File: src/rtl/paddle_ctrl.sv
// Per-player paddle controller: button sync/debounce, accelerated per-frame movement
// with clamping, and the per-frame enable that starts the paddle renderer on its top row.
module paddle_ctrl #(
  parameter int p_V_VISIBLE    = 480,
  parameter int p_PADDLE_HEIGHT = 50,
  parameter int p_INIT_Y       = 215,
  parameter int p_DEBOUNCE     = 250000,
  parameter int p_SLOW_STEP    = 1,
  parameter int p_FAST_STEP    = 4,
  parameter int p_ACCEL_FRAMES = 8
) (
  input  logic       i_Clk,
  input  logic       i_Reset_n,
  input  logic       i_HReset,
  input  logic       i_VReset,
  input  logic       i_VBlank,
  input  logic       i_BtnUp,
  input  logic       i_BtnDown,
  output logic       o_Enabled,
  output logic [9:0] o_PosY
);

  localparam int DBW = $clog2(p_DEBOUNCE + 1);
  localparam int FCW = $clog2(p_ACCEL_FRAMES + 1);
  localparam logic [10:0] MAX_Y    = 11'(p_V_VISIBLE - p_PADDLE_HEIGHT);
  localparam logic [10:0] SLOW_STEP = 11'(p_SLOW_STEP);
  localparam logic [10:0] FAST_STEP = 11'(p_FAST_STEP);
  localparam logic [9:0]  ROW_MAX  = 10'(p_V_VISIBLE);

  typedef enum logic [1:0] {IDLE, SLOW, FAST} state_t;
  typedef enum logic [1:0] {DIR_NONE, DIR_UP, DIR_DOWN} dir_t;

  // Bit 0 is the up button, bit 1 the down button throughout.
  logic [1:0]     meta_q, sync_q, deb_q;
  logic [DBW-1:0] dbCnt_q [2];

  always_ff @(posedge i_Clk or negedge i_Reset_n) begin
    if (!i_Reset_n) begin
      meta_q     <= '0;
      sync_q     <= '0;
      deb_q      <= '0;
      dbCnt_q[0] <= '0;
      dbCnt_q[1] <= '0;
    end else begin
      meta_q <= {i_BtnDown, i_BtnUp};
      sync_q <= meta_q;
      for (int b = 0; b < 2; b++) begin
        if (sync_q[b] == deb_q[b]) begin
          dbCnt_q[b] <= '0;
        end else if (dbCnt_q[b] == DBW'(p_DEBOUNCE - 1)) begin
          deb_q[b]   <= sync_q[b];
          dbCnt_q[b] <= '0;
        end else begin
          dbCnt_q[b] <= dbCnt_q[b] + 1'b1;
        end
      end
    end
  end

  dir_t dir;

  always_comb begin
    dir = DIR_NONE;
    if (deb_q[0] && !deb_q[1]) begin
      dir = DIR_UP;
    end else if (deb_q[1] && !deb_q[0]) begin
      dir = DIR_DOWN;
    end
  end

  state_t         state_q, state_d;
  dir_t           latchDir_q, latchDir_d;
  logic [FCW-1:0] frameCnt_q, frameCnt_d;
  logic [9:0]     posY_q, posY_d;
  logic [10:0]    step;
  logic [10:0]    posWide;
  logic [10:0]    posSum;

  always_comb begin
    state_d    = state_q;
    latchDir_d = latchDir_q;
    frameCnt_d = frameCnt_q;
    posY_d     = posY_q;
    step       = '0;
    posWide    = {1'b0, posY_q};
    posSum     = '0;

    if (i_VReset) begin
      unique case (state_q)
        IDLE: begin
          if (dir != DIR_NONE) begin
            state_d    = SLOW;
            step       = SLOW_STEP;
            frameCnt_d = FCW'(1);
            latchDir_d = dir;
          end
        end
        SLOW: begin
          if (dir == DIR_NONE) begin
            state_d = IDLE;
          end else if (dir != latchDir_q) begin
            step       = SLOW_STEP;
            frameCnt_d = FCW'(1);
            latchDir_d = dir;
          end else begin
            step       = SLOW_STEP;
            frameCnt_d = frameCnt_q + FCW'(1);
            if (frameCnt_q == FCW'(p_ACCEL_FRAMES - 1)) begin
              state_d = FAST;
            end
          end
        end
        FAST: begin
          if (dir == DIR_NONE) begin
            state_d = IDLE;
          end else if (dir != latchDir_q) begin
            state_d    = SLOW;
            step       = SLOW_STEP;
            frameCnt_d = FCW'(1);
            latchDir_d = dir;
          end else begin
            step = FAST_STEP;
          end
        end
        default: state_d = IDLE;
      endcase

      // The FSM keeps advancing at the limits; only the position saturates.
      if (dir == DIR_UP) begin
        posSum = (posWide < step) ? 11'd0 : posWide - step;
        posY_d = posSum[9:0];
      end else if (dir == DIR_DOWN) begin
        posSum = posWide + step;
        if (posSum > MAX_Y) begin
          posSum = MAX_Y;
        end
        posY_d = posSum[9:0];
      end
    end
  end

  always_ff @(posedge i_Clk or negedge i_Reset_n) begin
    if (!i_Reset_n) begin
      state_q    <= IDLE;
      latchDir_q <= DIR_NONE;
      frameCnt_q <= '0;
      posY_q     <= 10'(p_INIT_Y);
    end else begin
      state_q    <= state_d;
      latchDir_q <= latchDir_d;
      frameCnt_q <= frameCnt_d;
      posY_q     <= posY_d;
    end
  end

  // Row counter and enable clear on the same VReset that updates the position,
  // so a move is honoured by the very frame that follows it.
  logic [9:0] row_q;
  logic       enabled_q;

  always_ff @(posedge i_Clk or negedge i_Reset_n) begin
    if (!i_Reset_n) begin
      row_q     <= '0;
      enabled_q <= 1'b0;
    end else if (i_VReset) begin
      row_q     <= '0;
      enabled_q <= 1'b0;
    end else if (i_HReset && !i_VBlank) begin
      if (row_q != ROW_MAX) begin
        row_q <= row_q + 10'd1;
      end
      if (row_q == posY_q) begin
        enabled_q <= 1'b1;
      end
    end
  end

  assign o_Enabled = enabled_q;
  assign o_PosY    = posY_q;

endmodule
File: config.mk
export PLATFORM = sky130hd
export DESIGN_NAME = paddle_ctrl
export DESIGN_NICKNAME = d
export VERILOG_FILES = /design/src/rtl/paddle_ctrl.sv
export SDC_FILE = /design/constraint.sdc
export NUM_CORES = 1
export LEC_CHECK = 0
export CAP_MARGIN = 20
export CORE_UTILIZATION = 50
export CTS_CLUSTER_SIZE = 10
export DETAILED_ROUTE_END_ITERATION = 8
export GPL_ROUTABILITY_DRIVEN = 0
export PLACE_DENSITY = 0.68
export SYNTH_ARGS = -nofsm -noshare
export SYNTH_HDL_FRONTEND = slang
export SYNTH_SLANG_ARGS = --single-unit
File: constraint.sdc
create_clock -name i_Clk -period 3.69 [get_ports i_Clk]
set_input_delay 0.5535 -clock i_Clk [delete_from_list [all_inputs] [get_ports i_Clk]]
set_output_delay 0.5535 -clock i_Clk [all_outputs]
set_load 0.01 [all_outputs]
---- After elaboration in Yosys (flattened, before gate mapping) ----
Index checks and enable logic that the tools add are counted.
word-level totals
  bits in writable memories ............... 0
  output and inout port bits .............. 11
  bits in registers ....................... 71
  bits in latches ......................... 0
  memories kept ........................... 0
  memory bits (read-only) ................. 0
  logic and storage cells ................. 106
cells by class
  $lt $le $gt $ge ......................... 2
  bitwise logic cells ..................... 2
  add/subtract/negate cells ............... 6
  multiply operators ...................... 0
  reduce and logical (&&, ||, !) cells .... 24
  eq/ne operators ......................... 21
  div/mod/pow operators ................... 0
  mux-type cells .......................... 39
  shift operators ......................... 0
operator list
  cell                                                                    count
  18-bit two-way mux                                                      4
  10-bit two-way mux                                                      7
  18-bit by 1-bit adder with 18-bit output (second input constant)        2
  18-bit equality test (second input constant)                            2
  2-bit two-way mux                                                       11
  4-bit two-way mux                                                       5
  4-bit case mux with 3 select lines                                      1
  2-bit nonzero test                                                      6
  10-bit by 11-bit adder with 11-bit output                               1
  11-bit by 9-bit > comparator with 1-bit output (second input constant)  1
  10-bit by 11-bit less-than comparator with 1-bit output                 1
  11-bit two-way mux                                                      1
  10-bit by 1-bit adder with 10-bit output (second input constant)        1
  10-bit equality test                                                    1
  10-bit by 9-bit != test with 1-bit output (second input constant)       1
  2-bit != test (second input constant)                                   5
  2-bit AND reduction                                                     5
  5-bit AND reduction                                                     2
  10-bit subtractor                                                       1
  3-bit != test (second input constant)                                   3
  3-bit case mux with 3 select lines                                      1
  3-bit two-way mux                                                       2
  2-bit case mux with 3 select lines                                      1
  6-bit AND reduction                                                     1
  15 further kinds                                                        28

---- Longest topological paths before layout ----
Gate-level depths: netlist of run 1.
  depth in word-level cells ............... 14
  depth in mapped cells ................... 14
  mapped depth without buffers ............ 13

---- Worst setup path before layout of run 1 ----
OpenSTA, ideal clock, no wires.
  path type ............................... register to register
  start point ............................. reg deb_q[0]
  end point ............................... reg posY_q[3], in the netlist o_PosY[3]
  required time ........................... 3558 ps
  library setup time ...................... 132 ps
  cell stages (with the launch flop) ...... 15
  arrival ................................. 2977 ps
  slack ................................... 581 ps
  period minus slack after synthesis ...... 3109 ps
  cell sequence ........................... dfrtp_1 > inv_1 > ha_1 > xor2_1 > nor2_1 > nand3_1 > ha_1 > buf_4 > and3b_1 > buf_2 > o2111ai_2 > mux2i_2 > o2111ai_1 > o211ai_2 > o22ai_1
between the ends
  longest elaborated chain between the ends .. 14
ends and longest elaborated chain
  item                                            line  RTL
  start, declared                                 34    logic [1:0] meta_q, sync_q, deb_q;
  start signal, assigned by index                 51    deb_q[b] <= sync_q[b];
  1-bit zero test                                 66    end else if (deb_q[1] && !deb_q[0]) begin
  1-bit logical AND                               66
  2-bit two-way mux                               66
  2-bit two-way mux (*)                           64    if (deb_q[0] && !deb_q[1]) begin
  named net dir[1]                                60    dir_t dir;
  2-bit != test                                   116   end else if (dir != latchDir_q) begin
  3-bit two-way mux                               116
  3-bit two-way mux                               114   if (dir == DIR_NONE) begin
  3-bit case mux with 3 select lines              89    unique case (state_q)
  11-bit two-way mux                              88    if (i_VReset) begin
  10-bit by 11-bit adder with 11-bit output       133   posSum = posWide + step;
  11-bit by 9-bit > comparator with 1-bit output  134   if (posSum > MAX_Y) begin
  10-bit two-way mux                              134
  10-bit two-way mux                              132   end else if (dir == DIR_DOWN) begin
  10-bit two-way mux                              129   if (dir == DIR_UP) begin
  end signal, assigned                            147   posY_q <= 10'(p_INIT_Y);
  end signal, assigned                            152   posY_q <= posY_d;
  end, declared                                   74    logic [9:0] posY_q, posY_d;
Mark *: on every way through the listed nets, which the timed path passes. The rest lies on a longest branch. The select of a mux whose other input is x is not followed.
A chain may end at the register's enable or synchronous reset.

---- Final worst setup path of run 1 ----
  start point ............................. reg deb_q[0]
  end point ............................... reg posY_q[4], in the netlist o_PosY[4]
between the ends
  longest elaborated chain between the ends .. 14
ends and longest elaborated chain
  item                                            line
  1-bit zero test                                 66
  1-bit logical AND                               66
  2-bit two-way mux                               66
  2-bit two-way mux (*)                           64
  2-bit != test                                   116
  3-bit two-way mux                               116
  3-bit two-way mux                               114
  3-bit case mux with 3 select lines              89
  11-bit two-way mux                              88
  10-bit by 11-bit adder with 11-bit output       133
  11-bit by 9-bit > comparator with 1-bit output  134
  10-bit two-way mux                              134
  10-bit two-way mux                              132
  10-bit two-way mux                              129
Every way passes the cells marked *; elsewhere a longest branch is shown, timed or not. The select of a mux whose other input is x is not followed.

==> impl_metrics.py, run 1 <==
metrics = {
    "layout": {
        "instances_no_fill": 596,
        "diodes_inserted": 0,
        "nFillCells": 748,
        "final_layout_size_suffix_gt1_share_pct": 8.758,
        "layout_commonest_cell": "sky130_fd_sc_hd__nor2_1",
        "most_frequent_cells_in_the_layout": "sky130_fd_sc_hd__nor2_1, sky130_fd_sc_hd__dfrtp_1, sky130_fd_sc_hd__xor2_1",
        "num-nets-final": 510,
        "area.growth.synth_to_final_pct": 11.36,
    },
    "clocking": {
        "post-cts-setup-buffers": 0,
        "hold_buffers": 0,
        "cts_bufs_inserted": 9,
        "ctsRootBufferMaster": "sky130_fd_sc_hd__clkbuf_8",
        "clk-insertion-delay-late_ps": 340,
        "htree_levels": 3,
        "cts.repair.resized": 0,
        "cts_tree": "done",
        "cts-root-to-sink-buffers": 2,
        "clkSlewWorstSetupHoldPaths_ps": 80,
        "cts_num_sinks": 71,
    },
    "synthesis": {
        "synth-seq-cells": 71,
        "syn_inst": 468,
        "synth_enable_flop_cells": 0,
        "synth_seq_area_share_pct": 41.55,
        "yosys_most_used_dff": "sky130_fd_sc_hd__dfrtp_1",
        "synth.distinct_cells": 66,
        "async_reset_ff_share_pct": 100.0,
        "syn-cell-area_um2": 4294,
        "syn_area_per_cell_um2": 9.175,
        "synth.yosys.warnings": 0,
        "synth_nets": 492,
    },
    "die": {
        "floorplan.die_area_um2": 8962,
        "standard_cell_rows": 33,
        "chipHeight_um": 94.67,
        "fp.dieW_um": 94.67,
        "core_area_um2": 8258,
        "io_pins": 18,
        "initial_standard_cell_utilization_of_the_core_pct": 52.00,
    },
    "route": {
        "finalWirelength_um": 8908,
        "detail-route-antenna-nets": 0,
        "dr.first_iter.drc_count": 167,
        "vias_per_cell": 5.629,
        "drt_first_pass_iters": 4,
        "drt_drc_violations_left": 0,
        "detailroute.via_count": 3355,
        "detail_route.wl_per_cell_um": 14.95,
    },
    "worst_hold_path": {
        "hold_path.class": "input pin to asynchronous set/reset pin",
    },
    "worst_setup_path": {
        "critical_path.cell_chain": "inv_1 -> ha_1 -> nor2_1 -> a21boi_0 -> ha_1 -> ha_1 -> nor2b_1 -> o21ai_1 -> and4b_1 -> o311ai_1 -> o211ai_2 -> a221o_1",
        "cp_data_required_time_ps": 3960,
        "timing.critical_path.fanout_max": 6,
        "cp_slowest_cell": "sky130_fd_sc_hd__dfrtp_1",
        "arrival_ps": 3690,
        "critical_path.endpoint_type": "flip-flop",
        "critical-path-top-cell-by-count": "sky130_fd_sc_hd__ha_1",
        "timing_worst_setup_path_type": "flip-flop to flip-flop",
        "worst_r2r_endpoint": "o_PosY[4]",
        "cpLargestDelayFamily": "compound AO/OA/AOI/OAI gates",
        "r2r_setup_slack_ps": 270,
        "crit_path_max_incr_delay_ps": 400,
        "timing.reg2reg.worst_path_depth": 12,
        "timing.critical_path.buf_inv": 1,
        "startpoint_class_of_the_critical_path": "flip-flop",
        "rr_startpoint": "deb_q[0]",
    },
    "pwr": {
        "p_leak_nw": 2.043,
        "max-vdd-ir-drop_v": 0.0001953,
        "pwrdens_nw_per_um2": 347.5,
        "total_power_mw": 1.662,
    },
    "sta": {
        "setup_tns_ps": 0,
        "layout_setup_ws_ps": 273.7,
        "max_transition_margin_pct": 54.03,
        "final-setup-viol-count": 0,
        "count_of_final_max_slew_check_failures": 0,
        "tightestPinTransition_ps": 689.5,
        "final-hold-violation-count": 0,
        "finalCritPeriodShare_pct": 92.58,
        "finalWorstPathRequiredPeriod_ps": 3416,
        "final_worst_clock_skew_ps": 9.211,
        "maxClockFrequency_mhz": 292.7,
        "grt_setup_unrepaired": "false",
    },
    "global_routing": {
        "grt_first_pass_wirelength_um": 15300,
        "grt_antenna_before_repair": 0,
        "grt_usage_pct": 22.04,
        "grt_overflow": 0,
        "first_global_vias": 3276,
        "grt_max_degree": 52,
    },
    "place": {
        "numPortBuffers": 17,
        "placed_cells": 580,
        "place_ws_ps": 298.3,
        "dp.final_hpwl_um": 6395,
    },
    "job": {
        "maxCapViolCount": 0,
    },
    "run_status": {
        "status": "finished clean",
    },
}
[where the power goes]
part	total, mW	switching [mW]	internal [mW]
logic	0.145	0.0862	0.0588
clock network	0.694	0.294	0.399
registers	0.823	0.0215	0.801
[synthesized netlist by cell type (all sizes together) (2+ instances only)]
library cell	count	area, um2
nor4	9	56.30
nand2	32	120.1
nand3	28	140.1
nand4	4	25.02
clkbuf	11	41.29
and4	3	26.28
o211ai	4	35.03
or4	2	18.77
ha	17	212.7
mux2	3	33.78
nand2b	7	43.79
o22ai	2	12.51
o21ai	25	128.9
or3	3	23.77
nor2b	4	25.02
a21boi	4	30.03
buf	7	50.05
nor4b	3	26.28
nor3	11	55.05
dfstp	6	157.7
a2111oi	2	42.54
nor2	72	272.8
o31ai	2	15.01
dfrtp	65	1627
a41oi	2	17.52
a211oi	2	15.01
o2111ai	3	32.53
a211o	2	17.52
xnor2	17	148.9
o21a	3	22.52
a21oi	12	60.06
inv	18	67.56
nand3b	5	37.54
mux2i	3	33.78
o22a	2	17.52
and3	10	62.56
a31oi	5	31.28
xor2	41	359.1
[logic make-up after synthesis]
| family | Yosys count | synth area share [%] |
|---|---|---|
| compound gates | 79 | 13.00 |
| xor+xnor | 58 | 11.83 |
| fa+ha+maj | 17 | 4.953 |
| buf+inv | 36 | 3.700 |
| flops | 71 | 41.55 |
| mux | 6 | 1.573 |
| simple gates | 201 | 23.40 |
[per-stage QoR]
stage,cell area [um2],util (%),hold WS [ps]
2_1_floorplan,4294,-,257.9
3_3_place_gp,4559,55.21,335.3
3_5_place_dp,4559,55.21,334.7
4_1_cts,4782,57.91,167.2
5_1_grt,4782,57.91,190.9
6_report,4782,57.91,157.4
[layout make-up]
| class | count | area [um2] | share of cell area, % |
|---|---|---|---|
| timing repair buffer | 25 | 225.2 | 4.710 |
| inverter | 18 | 67.56 | 1.413 |
| multi-input combinational | 361 | 2351 | 49.16 |
| tap | 105 | 131.4 | 2.747 |
| sequential | 71 | 1784 | 37.31 |
| clock inverter | 5 | 81.33 | 1.701 |
| clock buffer | 11 | 141.4 | 2.957 |
[registers in the layout, indices dropped and copies added, names as in the netlist]
signal,count
frameCnt_q,4
dbCnt_q,36
meta_q,2
row_q,10
deb_q,2
o_PosY,10
sync_q,2
state_q,2
o_Enabled,1
latchDir_q,2
[per-layer routing]
| layer | part of all wire [%] | wire length, um | vias to the layer above | track usage (%) |
|---|---|---|---|---|
| li1 | - | - | 1675 | - |
| met1 | 48 | 4313 | 1609 | 28.68 |
| met2 | 47 | 4156 | 54 | 35.85 |
| met3 | 2.8 | 249 | 17 | 4.106 |
| met4 | 2.1 | 189 | 0 | 9.470 |
| met5 | 0 | 0 | - | 0 |
[worst max path at each step]
stage          slack, ps   endpoint  cells past startpoint  startpoint
2_1_floorplan        580  o_PosY[3]                     14    deb_q[0]
3_3_place_gp         440  o_PosY[4]                     12    deb_q[0]
3_5_place_dp         300  o_PosY[4]                     12    deb_q[0]
4_1_cts              280  o_PosY[4]                     12    deb_q[0]
5_1_grt               40  o_PosY[4]                     12    deb_q[0]
6_report             270  o_PosY[4]                     12    deb_q[0]
Power figures use the tool's default switching activity.
==> inputs of run 2 (changes only) <==
--- a/config.mk
+++ b/config.mk
@@ -6,11 +6,13 @@
 export NUM_CORES = 1
 export LEC_CHECK = 0
 export CAP_MARGIN = 20
-export CORE_UTILIZATION = 50
+export CORE_UTILIZATION = 59
 export CTS_CLUSTER_SIZE = 10
 export DETAILED_ROUTE_END_ITERATION = 8
 export GPL_ROUTABILITY_DRIVEN = 0
-export PLACE_DENSITY = 0.68
+export GPL_TIMING_DRIVEN = 0
+export PLACE_DENSITY = 0.78
+export SLEW_MARGIN = 20
 export SYNTH_ARGS = -nofsm -noshare
 export SYNTH_HDL_FRONTEND = slang
 export SYNTH_SLANG_ARGS = --single-unit
==> run 2 against run 1 <==
  * Critical path depth is 2 higher
  * Die area fell by 15%
  * Via count increased by 5.2%
  * Wire length increased by 3.5%
  * Cell count grew 0.67%
  * Combinational power is 4% higher
  * Sequential share of layout area down 0.69 points
  * Non-clock buffer count is 13 higher
  * Sequential cell count did not move
  * Clock power is 4.8% higher
  * Critical path type unchanged
  * Critical endpoint unchanged
==> impl_metrics.py, run 2 (synthesis gave the netlist of run 1 again) <==
metrics = {
    "run_status": {
        "status": "finished clean",
    },
    "pwr": {
        "p_leak_nw": 2.082,
        "total_power_mw": 1.702,
        "pwrdens_nw_per_um2": 349.2,
        "max-vdd-ir-drop_v": 0.0002405,
    },
    "clocking": {
        "clkSlewWorstSetupHoldPaths_ps": 80,
        "ctsRootBufferMaster": "sky130_fd_sc_hd__clkbuf_8",
        "clk-insertion-delay-late_ps": 360,
        "htree_levels": 3,
        "cts_bufs_inserted": 9,
        "cts-root-to-sink-buffers": 2,
        "cts_tree": "done",
        "cts_num_sinks": 71,
    },
    "layout": {
        "layout_commonest_cell": "sky130_fd_sc_hd__nor2_1",
        "final_layout_size_suffix_gt1_share_pct": 9.921,
        "nFillCells": 551,
        "diodes_inserted": 0,
        "num-nets-final": 523,
        "max_reg_flops": 36,
        "max_flop_register": "dbCnt_q",
        "area.growth.synth_to_final_pct": 13.46,
        "most_frequent_cells_in_the_layout": "sky130_fd_sc_hd__nor2_1, sky130_fd_sc_hd__dfrtp_1, sky130_fd_sc_hd__xor2_1",
    },
    "die": {
        "fp.dieW_um": 87.31,
        "initial_standard_cell_utilization_of_the_core_pct": 62.17,
        "core_area_um2": 6907,
        "io_pins": 18,
        "standard_cell_rows": 30,
        "floorplan.die_area_um2": 7623,
        "chipHeight_um": 87.31,
    },
    "sta": {
        "final-setup-viol-count": 0,
        "final_worst_clock_skew_ps": 10.98,
        "layout_setup_ws_ps": 169.6,
        "count_of_final_max_slew_check_failures": 0,
        "max_transition_margin_pct": 63.20,
        "final-hold-violation-count": 0,
        "tightestPinTransition_ps": 544.9,
        "finalWorstPathRequiredPeriod_ps": 3520,
        "finalCritPeriodShare_pct": 95.40,
        "maxClockFrequency_mhz": 284.1,
    },
    "route": {
        "detail_route.wl_per_cell_um": 15.37,
        "detail-route-antenna-nets": 0,
        "drt_drc_violations_left": 0,
        "maxUsedRoutingLayer": "met4",
        "met3_wl_post_dr_um": 454,
        "detailroute.via_count": 3530,
        "detailroute.wirelength.met2_um": 4414,
        "finalWirelength_um": 9222,
        "drt_first_pass_iters": 5,
        "dr.first_iter.drc_count": 193,
        "vias_per_cell": 5.883,
        "wl_met1_um": 4156,
    },
    "worst_setup_path": {
        "arrival_ps": 3800,
        "critical_path.endpoint_type": "flip-flop",
        "cp_data_required_time_ps": 3970,
        "timing_worst_setup_path_type": "flip-flop to flip-flop",
        "timing.critical_path.from": "deb_q[0]",
        "timing.reg2reg.worst_path_depth": 14,
        "startpoint_class_of_the_critical_path": "flip-flop",
        "rr_startpoint": "deb_q[0]",
        "cp-endpoint": "o_PosY[4]",
        "r2r_setup_slack_ps": 170,
        "timing.critical_path.fanout_max": 6,
        "worst_r2r_endpoint": "o_PosY[4]",
    },
    "global_routing": {
        "grt_max_degree": 47,
        "grt_antenna_before_repair": 0,
        "grt_usage_pct": 26.18,
        "grt_first_pass_wirelength_um": 15390,
        "grt_overflow": 0,
        "first_global_vias": 3321,
    },
    "place": {
        "dp.final_hpwl_um": 6344,
        "numPortBuffers": 17,
        "place_ws_ps": -55.48,
    },
    "job": {
        "maxCapViolCount": 0,
    },
    "worst_hold_path": {
        "hold_path.class": "input pin to asynchronous set/reset pin",
    },
}
[run 2: cell count changes in the layout (fill, tap and decap cells not counted), sizes merged]
cell | before | now
buf | 9 | 11
inv | 18 | 20
clkbuf | 11 | 21
clkinv | 2 | 1
[run 2: how the worst min path moves through the flow]
| stage | startpoint | cells after the start | end | slack [ps] |
|---|---|---|---|---|
| CTS | i_Reset_n | 1 | row_q[7] | 110 |
| floorplan | i_Reset_n | 0 | dbCnt_q[0] | 260 |
| finish | i_Reset_n | 1 | row_q[7] | 100 |
| detailed placement | meta_q[0] | 0 | sync_q[0] | 340 |
| global placement | meta_q[0] | 0 | sync_q[0] | 330 |
| global route | i_Reset_n | 1 | row_q[7] | 110 |
[run 2: layer usage]
layer | track usage (%) | up-vias
met2 | 42.40 | 108
li1 | - | 1698
met5 | 0 | -
met3 | 4.550 | 17
met1 | 34.32 | 1707
met4 | 12.07 | 0
[run 2: metrics by stage]
| stage | instance area [um2] | hold WS, ps | TNS, ps | cells | util [%] |
|---|---|---|---|---|---|
| after floorplan | 4294 | 257.9 | 0 | 468 | - |
| after global placement | 4584 | 334.3 | -22500 | 581 | 66.38 |
| after detailed placement | 4609 | 339.5 | -55.48 | 582 | 66.74 |
| after CTS | 4840 | 106.2 | 0 | 598 | 70.07 |
| after global routing | 4872 | 113.9 | -27.14 | 600 | 70.54 |
| final | 4872 | 100.5 | 0 | 600 | 70.54 |
[run 2: area by class of cell]
type	instances	area [um2]	area share [%]
buffer	18	91.34	1.875
clock buffer	10	137.6	2.825
clock inverter	6	90.09	1.849
inverter	18	67.56	1.387
multi-input combinational	361	2371	48.66
sequential	71	1784	36.62
tap	96	120.1	2.465
timing repair buffer	20	210.2	4.314
[run 2: repair_timing]
item                                    CTS  global route
pin swaps                                 0             2
buffers inserted                          0             2
endpoints found under the setup margin    4             6
hold buffers                              0             0
gates resized for setup                   2             4
[run 2: worst max-delay path, stage by stage (launching register included)]
cell	delay [ps]
sky130_fd_sc_hd__dfrtp_1	420
sky130_fd_sc_hd__inv_1	60
sky130_fd_sc_hd__ha_1	220
sky130_fd_sc_hd__xor2_1	240
sky130_fd_sc_hd__o21ai_0	160
sky130_fd_sc_hd__a21boi_2	230
sky130_fd_sc_hd__ha_1	270
sky130_fd_sc_hd__ha_2	290
sky130_fd_sc_hd__nor2b_2	260
sky130_fd_sc_hd__o21ai_1	140
sky130_fd_sc_hd__and4b_1	230
sky130_fd_sc_hd__o311ai_1	270
sky130_fd_sc_hd__o211ai_2	120
sky130_fd_sc_hd__buf_4	190
sky130_fd_sc_hd__a221o_1	330
[run 2: report_power, final]
part | total (mW) | switching, mW | internal, mW
clock | 0.727 | 0.325 | 0.403
sequential | 0.823 | 0.0220 | 0.801
combinational | 0.151 | 0.0889 | 0.0623
==> inputs of run 3 (changes only) <==
--- a/config.mk
+++ b/config.mk
@@ -12,6 +12,7 @@
 export GPL_ROUTABILITY_DRIVEN = 0
 export GPL_TIMING_DRIVEN = 0
 export PLACE_DENSITY = 0.78
+export SKIP_LAST_GASP = 1
 export SLEW_MARGIN = 20
 export SYNTH_ARGS = -nofsm -noshare
 export SYNTH_HDL_FRONTEND = slang
==> results of run 3 <==
No change in the layout: final DEF, timing and power equal those of run 2.
